## src/rtl/tx_sched.sv

```systemverilog
// tx_sched: frames ADC sample bursts and single status words for the nibble transmitter.
// Optional status path and round-robin arbiter are built when TXSCHED_STAT_EN is defined.
module tx_sched #(
  parameter int BURST = 32,
  parameter int IFG   = 12
) (
  input  logic        clk125,
  input  logic        reset,
  input  logic        fifo_afull,
  input  logic [39:0] fifo_q,
  output logic        fifo_rden,
  input  logic        stat_req,
  input  logic [39:0] stat_data,
  output logic        stat_ack,
  input  logic        word_req,
  output logic        tx_valid,
  output logic [39:0] tx_data,
  output logic        tx_sof,
  output logic        tx_eof,
  output logic        busy
);

  typedef enum logic [1:0] {IDLE, ADC, STAT, GAP} state_t;

  localparam logic [7:0] BURST_LEN = 8'(BURST);
  localparam logic [7:0] LAST_WORD = 8'(BURST - 1);
  localparam logic [7:0] GAP_LOAD  = 8'(IFG - 1);

  state_t      state_reg, state_next;
  logic [7:0]  issue_cnt_reg, word_cnt_reg, gap_cnt_reg;
  logic        rden_reg, valid_reg;
  logic        adc_accept, adc_emit, adc_last, adc_enter;
  logic        grant_adc, grant_stat, stat_pulse;
  logic [39:0] stat_word;

  // issue_cnt caps accepted reads at BURST; word_cnt tracks words actually delivered
  assign adc_accept = (state_reg == ADC) && word_req && (issue_cnt_reg != BURST_LEN);
  assign adc_emit   = (state_reg == ADC) && valid_reg;
  assign adc_last   = adc_emit && (word_cnt_reg == LAST_WORD);
  assign adc_enter  = (state_reg == IDLE) && grant_adc;

`ifdef TXSCHED_STAT_EN
  logic stat_pulse_reg, last_adc_reg;

  // On a tie the source not granted last time wins
  assign grant_adc  = fifo_afull && !(stat_req && last_adc_reg);
  assign grant_stat = stat_req && !grant_adc;
  assign stat_pulse = stat_pulse_reg;
  assign stat_word  = stat_data;

  always_ff @(posedge clk125) begin
    if (reset) begin
      stat_pulse_reg <= 1'b0;
      last_adc_reg   <= 1'b0;
    end else begin
      stat_pulse_reg <= (state_reg == STAT) && word_req && !stat_pulse_reg;
      if ((state_reg == IDLE) && (grant_adc || grant_stat))
        last_adc_reg <= grant_adc;
    end
  end
`else
  logic unused_stat;

  assign unused_stat = ^{stat_req, stat_data};
  assign grant_adc   = fifo_afull;
  assign grant_stat  = 1'b0;
  assign stat_pulse  = 1'b0;
  assign stat_word   = '0;
`endif

  always_comb begin
    state_next = state_reg;
    case (state_reg)
      IDLE: begin
        if (grant_adc)
          state_next = ADC;
        else if (grant_stat)
          state_next = STAT;
      end
      ADC:  if (adc_last) state_next = GAP;
      STAT: if (stat_pulse) state_next = GAP;
      GAP:  if (gap_cnt_reg == 8'd0) state_next = IDLE;
      default: state_next = IDLE;
    endcase
  end

  always_ff @(posedge clk125) begin
    if (reset) begin
      state_reg     <= IDLE;
      issue_cnt_reg <= 8'd0;
      word_cnt_reg  <= 8'd0;
      gap_cnt_reg   <= 8'd0;
      rden_reg      <= 1'b0;
      valid_reg     <= 1'b0;
    end else begin
      state_reg <= state_next;
      rden_reg  <= adc_accept;
      valid_reg <= rden_reg;
      if (adc_enter) begin
        issue_cnt_reg <= 8'd0;
        word_cnt_reg  <= 8'd0;
      end else begin
        if (adc_accept)
          issue_cnt_reg <= issue_cnt_reg + 8'd1;
        if (adc_emit)
          word_cnt_reg <= word_cnt_reg + 8'd1;
      end
      if ((state_next == GAP) && (state_reg != GAP))
        gap_cnt_reg <= GAP_LOAD;
      else if ((state_reg == GAP) && (gap_cnt_reg != 8'd0))
        gap_cnt_reg <= gap_cnt_reg - 8'd1;
    end
  end

  // fifo_q is passed straight through so data lands exactly two cycles after word_req
  always_comb begin
    fifo_rden = rden_reg;
    stat_ack  = stat_pulse;
    tx_valid  = adc_emit || stat_pulse;
    tx_sof    = (adc_emit && (word_cnt_reg == 8'd0)) || stat_pulse;
    tx_eof    = adc_last || stat_pulse;
    busy      = (state_reg != IDLE);
    tx_data   = '0;
    if (adc_emit)
      tx_data = fifo_q;
    else if (stat_pulse)
      tx_data = stat_word;
    if (reset) begin
      fifo_rden = 1'b0;
      stat_ack  = 1'b0;
      tx_valid  = 1'b0;
      tx_sof    = 1'b0;
      tx_eof    = 1'b0;
      busy      = 1'b0;
      tx_data   = '0;
    end
  end

endmodule

```

## config.mk

```make
export PLATFORM = sky130hd
export DESIGN_NAME = tx_sched
export DESIGN_NICKNAME = d
export VERILOG_FILES = /design/src/rtl/tx_sched.sv
export SDC_FILE = /design/constraint.sdc
export NUM_CORES = 1
export LEC_CHECK = 0
export CAP_MARGIN = 20
export CORE_MARGIN = 4
export CORE_UTILIZATION = 30
export CTS_CLUSTER_DIAMETER = 100
export CTS_CLUSTER_SIZE = 12
export DETAILED_ROUTE_END_ITERATION = 6
export GPL_TIMING_DRIVEN = 0
export PLACE_DENSITY_LB_ADDON = 0.25
export SLEW_MARGIN = 30
export SYNTH_ARGS = -nofsm -noshare
export SYNTH_HDL_FRONTEND = slang
export SYNTH_SLANG_ARGS = --single-unit
```

## constraint.sdc

```tcl
create_clock -name clk125 -period 1.6 [get_ports clk125]
set_input_delay 0.24 -clock clk125 [delete_from_list [all_inputs] [get_ports clk125]]
set_output_delay 0.24 -clock clk125 [all_outputs]
set_load 0.01 [all_outputs]
```

# --- After elaboration in Yosys (flattened, before gate mapping) ---
# Cells that the tools add are included.
classes:
  eq_ne: 7
  reduce_logical: 16
  addsub: 3
  mux: 13
ops:
  columns: ["op", "count"]
  rows:
  - ["$mux W40", 2]
  - ["$add A8 B1 Y8 const B", 2]
  - ["$logic_not A8 Y1", 2]
  - ["$eq A8 B5 Y1 const B", 1]
  - ["$logic_and A1 B1 Y1", 8]
  - ["$mux W4", 2]
  - ["$ne A8 B6 Y1 const B", 1]
  - ["$pmux W2 S4", 1]
  - ["$reduce_bool A8 Y1", 1]
  - ["$sub A8 B1 Y8 const B", 1]
  - ["$eq A2 B2 Y1 const B", 3]
  - ["$mux W2", 3]
  - ["$mux W1", 5]
  - ["$reduce_bool A2 Y1", 2]
  - ["$reduce_or A2 Y1", 2]
  - ["$eq A2 B1 Y1 const B", 1]
  - ["$logic_not A2 Y1", 1]
  - ["$ne A2 B2 Y1 const B", 1]
word_totals:
  out_inout_bits: 46
  elab_cells: 46
  in_bits: 85
  ff_bits: 28

# --- Depth between registers and ports, before layout ---
# Gate-level depths: netlist of run 1.
depth:
  depth_word: 8
  depth_mapped: 6
  mapped_depth_nobuf: 6

# --- Least setup slack after synthesis of run 1 ---
# No wires, ideal clock.
synth_path:
  kind: "register -> output"
  startpoint: "register word_cnt_reg[5]"
  endpoint: "output port tx_eof"
  arrival_ns: 1.473
  path_stages_with_launch: 5
  path_buffers: 1
  required_time_ns: 1.360
  path_slack_ns: -0.113
  path_cell_list: "dfxtp_1 > or3_1 > or4_1 > clkbuf_1 > nor2_1"
synth_via:
  elab_chain_cells: 3
synth_lines:
  columns: ["element", "line_no", "source"]
  rows:
  - ["start: declaration", "30", "logic [7:0] issue_cnt_reg, word_cnt_reg, gap_cnt_reg;"]
  - ["start signal: assignment", "106", "word_cnt_reg <= word_cnt_reg + 8'd1;"]
  - ["$eq A8 B5 Y1", "39", "assign adc_last = adc_emit && (word_cnt_reg == LAST_WORD);"]
  - ["$logic_and A1 B1 Y1", "39", null]
  - ["$mux W1", "128", "if (reset) begin"]
  - ["end: declaration", "19", "output logic tx_eof,"]
# No other way between the ends.

# --- Worst setup path after layout of run 1 ---
layout_path:
  startpoint: "register state_reg[1]"
  endpoint: "output port tx_eof"
layout_via:
  elab_chain_cells: 4
layout_lines:
  columns: ["element", "line_no", "source"]
  rows:
  - ["start: declaration", "29", "state_t state_reg, state_next;"]
  - ["start signal: assignment", "96", "state_reg <= state_next;"]
  - ["$eq A2 B1 Y1", "38", "assign adc_emit = (state_reg == ADC) && valid_reg;"]
  - ["$logic_and A1 B1 Y1", "38", null]
  - ["$logic_and A1 B1 Y1", "39", null]
  - ["$mux W1", "128", null]
# No other way between the ends.

==> run_results.csv, run 1 <==
group,metric,value,unit
status,outcome,"complete, but fails checks",
status,violations,"negative setup slack",
cts,cts_hold_buffers,0,
place,dp.cells,356,
layout,fin_area,3330,um^2
min_path,worstHoldStart,"gap_cnt_reg[6]",
power,power_frac_seq,0.525,
layout,diodes,0,
power,power_density,400,nW/um^2
detailed_routing,via_per_inst,4.58,
cts,cts.sinks,28,
critical_path,worstReg2RegStart,"gap_cnt_reg[6]",
layout,final_util,0.643,
logic_synthesis,netlist_instances,198,
critical_path,slowest_stage,"or4_4",
logic_synthesis,synth_area_per_cell,8.23,um^2
logic_synthesis,yosys_warnings,0,
critical_path,required,1.36,ns
critical_path,crit_fanout,3,
power,leakage,1.41,nW
sta,finalClockSkew,0.00630,ns
place,dpl-instance-area,2610,um^2
global_routing,grt_max_degree,16,
detailed_routing,initialDrtViolationCount,46,
logic_synthesis,yosys.area_share.xor_xnor,0.0860,
cts,cts_tree,"yes",
layout,stdcell_count,394,
critical_path,cp-end-kind,"primary output",
min_path,whs_endpoint,"gap_cnt_reg[6]",
critical_path,critical_path_depth,5,
cts,path_clk_slew,0.09,ns
place,hpwlAfterDp,3780,um
logic_synthesis,yosysTopAreaCell,"dfxtp_1",
power,total_power,1.33,mW
die,std_cell_rows,26,
layout,drive_gt1_frac,0.515,
sta,fin_ws,-0.401,ns
critical_path,cp_num_buf_inv,2,
power,p_clk_frac,0.330,
critical_path,rr_endpoint,"gap_cnt_reg[3]",
logic_synthesis,synthArstFlopShare,0,
critical_path,crit_chain,"nand3b_1 -> buf_4 -> or4_4 -> nor2_4 -> buf_6",
sta,layout_min_cycle_time,2.00,ns
die,start_util,0.315,
logic_synthesis,synthSimpleGateAreaFrac,0.363,
detailed_routing,routedWlPerCell,15.6,um
global_routing,grtUsageTotal,0.161,
global_routing,grt_pass1_vias,1774,
logic_synthesis,netlist_area,1630,um^2
detailed_routing,wirelength,6130,um
critical_path,critPathMaxStageDelay,0.52,ns
logic_synthesis,synth_top_area_share,0.344,
detailed_routing,antenna_left,0,
logic_synthesis,synth_ff_type,"dfxtp_1",
logic_synthesis,synthMuxAreaShare,0.0154,
detailed_routing,drtPass1Iterations,4,
critical_path,crit_type,"reg -> out",
cts,clk_latency,0.28,ns
logic_synthesis,synth_compound_area_frac,0.0960,
critical_path,r2r_cells,5,
cts,clockBufferDepth,2,
global_routing,grt_pass1_wl,8290,um
min_path,hold_class,"reg -> reg",
logic_synthesis,yosysSeqAreaShare,0.344,
power,p_int,1.04,mW
sta,hold_viol_final,0,
global_routing,gr-total-overflow,0,
sta,max_freq,500,MHz
die,die_area,6670,um^2
min_path,min_path_cells,2,
run,max-cap-violations,0,
logic_synthesis,synth_fa_ha_area_frac,0.0461,
sta,slew_viol_final,0,
layout,nNetsFinal,416,
cts,h-tree-depth,1,
critical_path,start_kind,"flop",
logic_synthesis,synth-edff-count,0,
die,io_pins,131,
logic_synthesis,synth_most_common_cell,"and2_1",
layout,syn_to_final_growth,104,%
logic_synthesis,synth_area_leaders,"dfxtp_1, and2_1, ha_1",
die,die_h,81.7,um
detailed_routing,vias,1806,
logic_synthesis,synth_top_family_by_area,"simple AND/OR/NAND/NOR gates",
global_routing,antenna_found_initial,0,
place,numPortBuffers,88,
critical_path,path_delay_family,"simple AND/OR/NAND/NOR gates",
sta,period_share,1.25,
power,ir_drop,0.354,mV
logic_synthesis,synth_seq_cells,28,
logic_synthesis,synthTopCellsByCount,"and2_1, dfxtp_1, nor2_1",
logic_synthesis,ys_types,43,
power,swShare,0.215,
critical_path,regToRegSetupSlack,-0.10,ns
sta,rsz0062_at_grt,"yes",
cts,root_buffer,"clkbuf_8",
place,gp_congestion,0.797,
critical_path,arrival,1.76,ns
detailed_routing,drc,0,
power,netSwitchingPower,285,uW
die,core_area,5170,um^2
logic_synthesis,synthesis.nets,289,
cts,cts_buffers,3,
power,p_comb_frac,0.146,
die,die_w,81.7,um
place,pre_cts_ws,-0.723,ns
layout,fill_cells,394,
sta,setup-violations-final,52,
## stage by stage
stage / hold slack (ns) / TNS, ns
2_1_floorplan: 0.447 / -0.226
3_3_place_gp: 0.464 / -30.08
3_5_place_dp: 0.477 / -30.24
4_1_cts: 0.483 / -15.14
5_1_grt: 0.507 / -16.21
6_report: 0.488 / -13.84
## repair_timing
| action | 4_1_cts | 5_1_grt |
|---|---|---|
| pin swaps | 28 | 33 |
| buffers inserted | 24 | 10 |
| hold endpoints to repair | 0 | 0 |
| gates resized for setup | 272 | 72 |
| cloned | 3 | 0 |
| endpoints found under the setup margin | 54 | 67 |
## layer usage
layer,GRT usage,vias up,part of all wire
met5,0,-,0
met4,0.0399,0,0.027
met3,0.0559,16,0.055
met2,0.293,50,0.57
met1,0.178,827,0.35
li1,-,913,-
## placed cells by master, fill, tap and decap left out, types with 4 or more instances in the layout
cell             instances
buf_2                    7
clkdlybuf4s50_1         42
dfxtp_2                  5
inv_1                    5
nor2_1                  16
dfxtp_4                  4
xor2_1                   8
buf_6                   53
xnor2_1                  7
a21oi_2                  4
buf_8                    5
a21oi_1                  8
nand2_1                  6
and2_1                   7
nand3_1                  4
clkbuf_8                 5
and2_4                  34
buf_4                   19
dfxtp_1                 19
## cell type report
type,instances,area [um^2],area share
flip-flops and latches,28,582,0.175
multi-input cells,151,1240,0.373
well taps,70,87.6,0.0263
repair buffers,124,1240,0.373
clock buffers,4,55.1,0.0166
plain buffers,8,81.3,0.0245
inverters,9,38.8,0.0117
## worst max path at each step
stage	from	to	slack, ns
6_report	state_reg[1]	tx_eof	-0.40
3_5_place_dp	state_reg[1]	tx_eof	-0.72
2_1_floorplan	word_cnt_reg[0]	tx_sof	-0.07
4_1_cts	word_cnt_reg[6]	tx_eof	-0.45
5_1_grt	word_cnt_reg[1]	tx_sof	-0.47
3_3_place_gp	state_reg[1]	tx_eof	-0.73
## power by group through the flow
stage	Sequential (mW)	Combinational, mW	Clock (mW)
6_report	0.698	0.194	0.438
3_3_place_gp	0.721	0.163	0
3_5_place_dp	0.721	0.163	0
5_1_grt	0.699	0.206	0.480
2_1_floorplan	0.720	0.0415	0
4_1_cts	0.703	0.179	0.452
## kinds of logic (layout without fill, tap and decap cells)
kind of cell / count (synthesis) / in the layout
adder cells (fa/ha/maj): 6 / 6
buffers and inverters: 19 / 145
AO/OA/AOI/OAI: 25 / 25
AND/OR/NAND/NOR: 101 / 101
other: 1 / 1
XOR/XNOR: 16 / 16
multiplexers: 2 / 2
flip-flops: 28 / 28
## worst reg2reg max path: cells and delay by family, from the launching register on
family | cells | cell delay (ns)
flops | 1 | 0.34
simple gates | 1 | 0.58
xor+xnor | 1 | 0.14
compound gates | 2 | 0.36
buf+inv | 1 | 0.18
Power figures use the tool's default switching activity.
==> inputs of run 2 (changes only) <==
- CORE_UTILIZATION: 30 -> 35
- clock period: 1.6 -> 2.4 ns (I/O delays scaled with it)
==> run_results.csv, run 2 (synthesis results as in run 1) <==
group,metric,value,unit
status,outcome,"completed",
cts,root_buffer,"clkbuf_8",
global_routing,grt_max_degree,17,
die,die_h,76.2,um
cts,cts_hold_buffers,0,
sta,hold_viol_final,0,
critical_path,regToRegSetupSlack,0.57,ns
layout,diodes,0,
die,core_area,4440,um^2
layout,syn_to_final_growth,69.2,%
power,total_power,950,uW
critical_path,crit_type,"reg -> out",
place,numPortBuffers,88,
cts,cts.sinks,28,
cts,path_clk_slew,0.09,ns
detailed_routing,wirelength,4830,um
detailed_routing,antenna_left,0,
sta,period_share,0.958,
sta,timing.hold.ws,0.490,ns
sta,setup-violations-final,0,
detailed_routing,vias,1674,
critical_path,rr_endpoint,"gap_cnt_reg[1]",
detailed_routing,drc,0,
cts,clockBufferDepth,2,
layout,nNetsFinal,385,
cts,cts_buffers,3,
critical_path,worstReg2RegStart,"gap_cnt_reg[0]",
global_routing,antenna_found_initial,0,
layout,most-common-layout-cells,"clkdlybuf4s50_1, and2_1, dfxtp_1",
sta,max_freq,435,MHz
global_routing,gr-total-overflow,0,
detailed_routing,initialDrtViolationCount,50,
cts,clk_latency,0.27,ns
place,gp_congestion,0.758,
run,max-cap-violations,0,
layout,drive_gt1_frac,0.0887,
die,io_pins,131,
detailed_routing,routedWlPerCell,14.0,um
critical_path,cp-end-kind,"primary output",
cts,h-tree-depth,1,
detailed_routing,drtPass1Iterations,4,
min_path,whs_endpoint,"word_cnt_reg[1]",
place,pre_cts_ws,-0.101,ns
power,ir_drop,0.249,mV
critical_path,start_kind,"flop",
place,dp.cells,338,
sta,layout_min_cycle_time,2.30,ns
min_path,worstHoldStart,"word_cnt_reg[1]",
critical_path,required,2.04,ns
layout,fin_area,2760,um^2
global_routing,grt_pass1_wl,8000,um
detailed_routing,via_per_inst,4.85,
sta,rsz0062_at_grt,"yes",
place,dpl-instance-area,2570,um^2
layout,stdcell_count,345,
min_path,min_path_cells,2,
place,hpwlAfterDp,3890,um
die,die_w,76.2,um
global_routing,grt_pass1_vias,1681,
global_routing,grtUsageTotal,0.166,
min_path,hold_class,"reg -> reg",
critical_path,crit_fanout,10,
sta,fin_ws,0.0997,ns
die,die_area,5810,um^2
die,std_cell_rows,24,
sta,slew_viol_final,0,
sta,finalClockSkew,0.00563,ns
die,start_util,0.367,
critical_path,r2r_cells,6,
layout,layout_commonest_cell,"clkdlybuf4s50_1",
cts,cts_tree,"yes",
critical_path,arrival,1.94,ns
power,power_density,344,nW/um^2
power,leakage,1.47,nW
==> run 2: cell types whose count changed in the layout (fill, tap and decap cells not counted), sizes merged <==
cell,delta
buf,-76
dlymetal6s2s,+24
clkdlybuf4s50,+20
clkbuf,+2
dlygate4sd2,-2
bufinv,+1
==> run 2: power breakdown <==
group	total, mW	leakage, nW	internal (mW)	switching, mW
combinational	0.110	1.21	0.0773	0.0327
sequential	0.470	0.227	0.468	0.00213
clock	0.370	0.0357	0.223	0.147
total	0.950	1.47	0.768	0.182
==> run 2: worst max-delay path by stage <==
stage	from	endpoint	slack, ns	cells after the start
detailed placement	reset	tx_data[32]	-0.10	5
CTS	word_cnt_reg[5]	tx_eof	0.009	5
global route	valid_reg	tx_data[24]	-0.03	6
floorplan	word_cnt_reg[5]	tx_eof	0.57	4
global placement	reset	tx_data[33]	-0.08	5
finish	state_reg[1]	tx_data[0]	0.1	6
==> run 2: routing by layer <==
metal | GRT usage | share of wire | wire length, um | vias to the layer above
met5 | 0 | 0 | 0 | -
met4 | 0.0326 | 0.0017 | 8 | 0
met3 | 0.0615 | 0.077 | 371 | 2
met2 | 0.308 | 0.53 | 2570 | 51
met1 | 0.179 | 0.39 | 1890 | 772
li1 | - | - | - | 849
==> run 2: layout make-up <==
class | instances | area (um^2)
Fill cell | 386 | 1690
Multi-Input combinational cell | 151 | 1010
Timing Repair Buffer | 91 | 957
Sequential cell | 28 | 563
Tap cell | 52 | 65.1
Buffer | 10 | 60.1
Clock buffer | 3 | 41.3
Inverter | 9 | 33.8
Clock inverter | 1 | 30.0
==> run 2: what timing repair did <==
action | CTS | global route
resized for setup | 14 | 34
buffers inserted | 3 | 0
pin swaps | 0 | 0
hold endpoints to repair | 0 | 0
setup endpoints to repair | 42 | 41
==> run 2: stage by stage <==
step | util | setup TNS [ns]
2_1_floorplan | - | 0
3_5_place_dp | 0.579 | -2.60
4_1_cts | 0.604 | 0
6_report | 0.620 | 0
3_3_place_gp | 0.579 | -2.30
5_1_grt | 0.620 | -0.232
==> run 2: critical path: stages (launching register included) <==
cell             delay, ns
dfxtp_1               0.32
nand3b_1              0.20
buf_4                 0.18
nor2_4                0.12
clkbuf_4              0.19
and2_1                0.13
clkdlybuf4s50_1       0.54
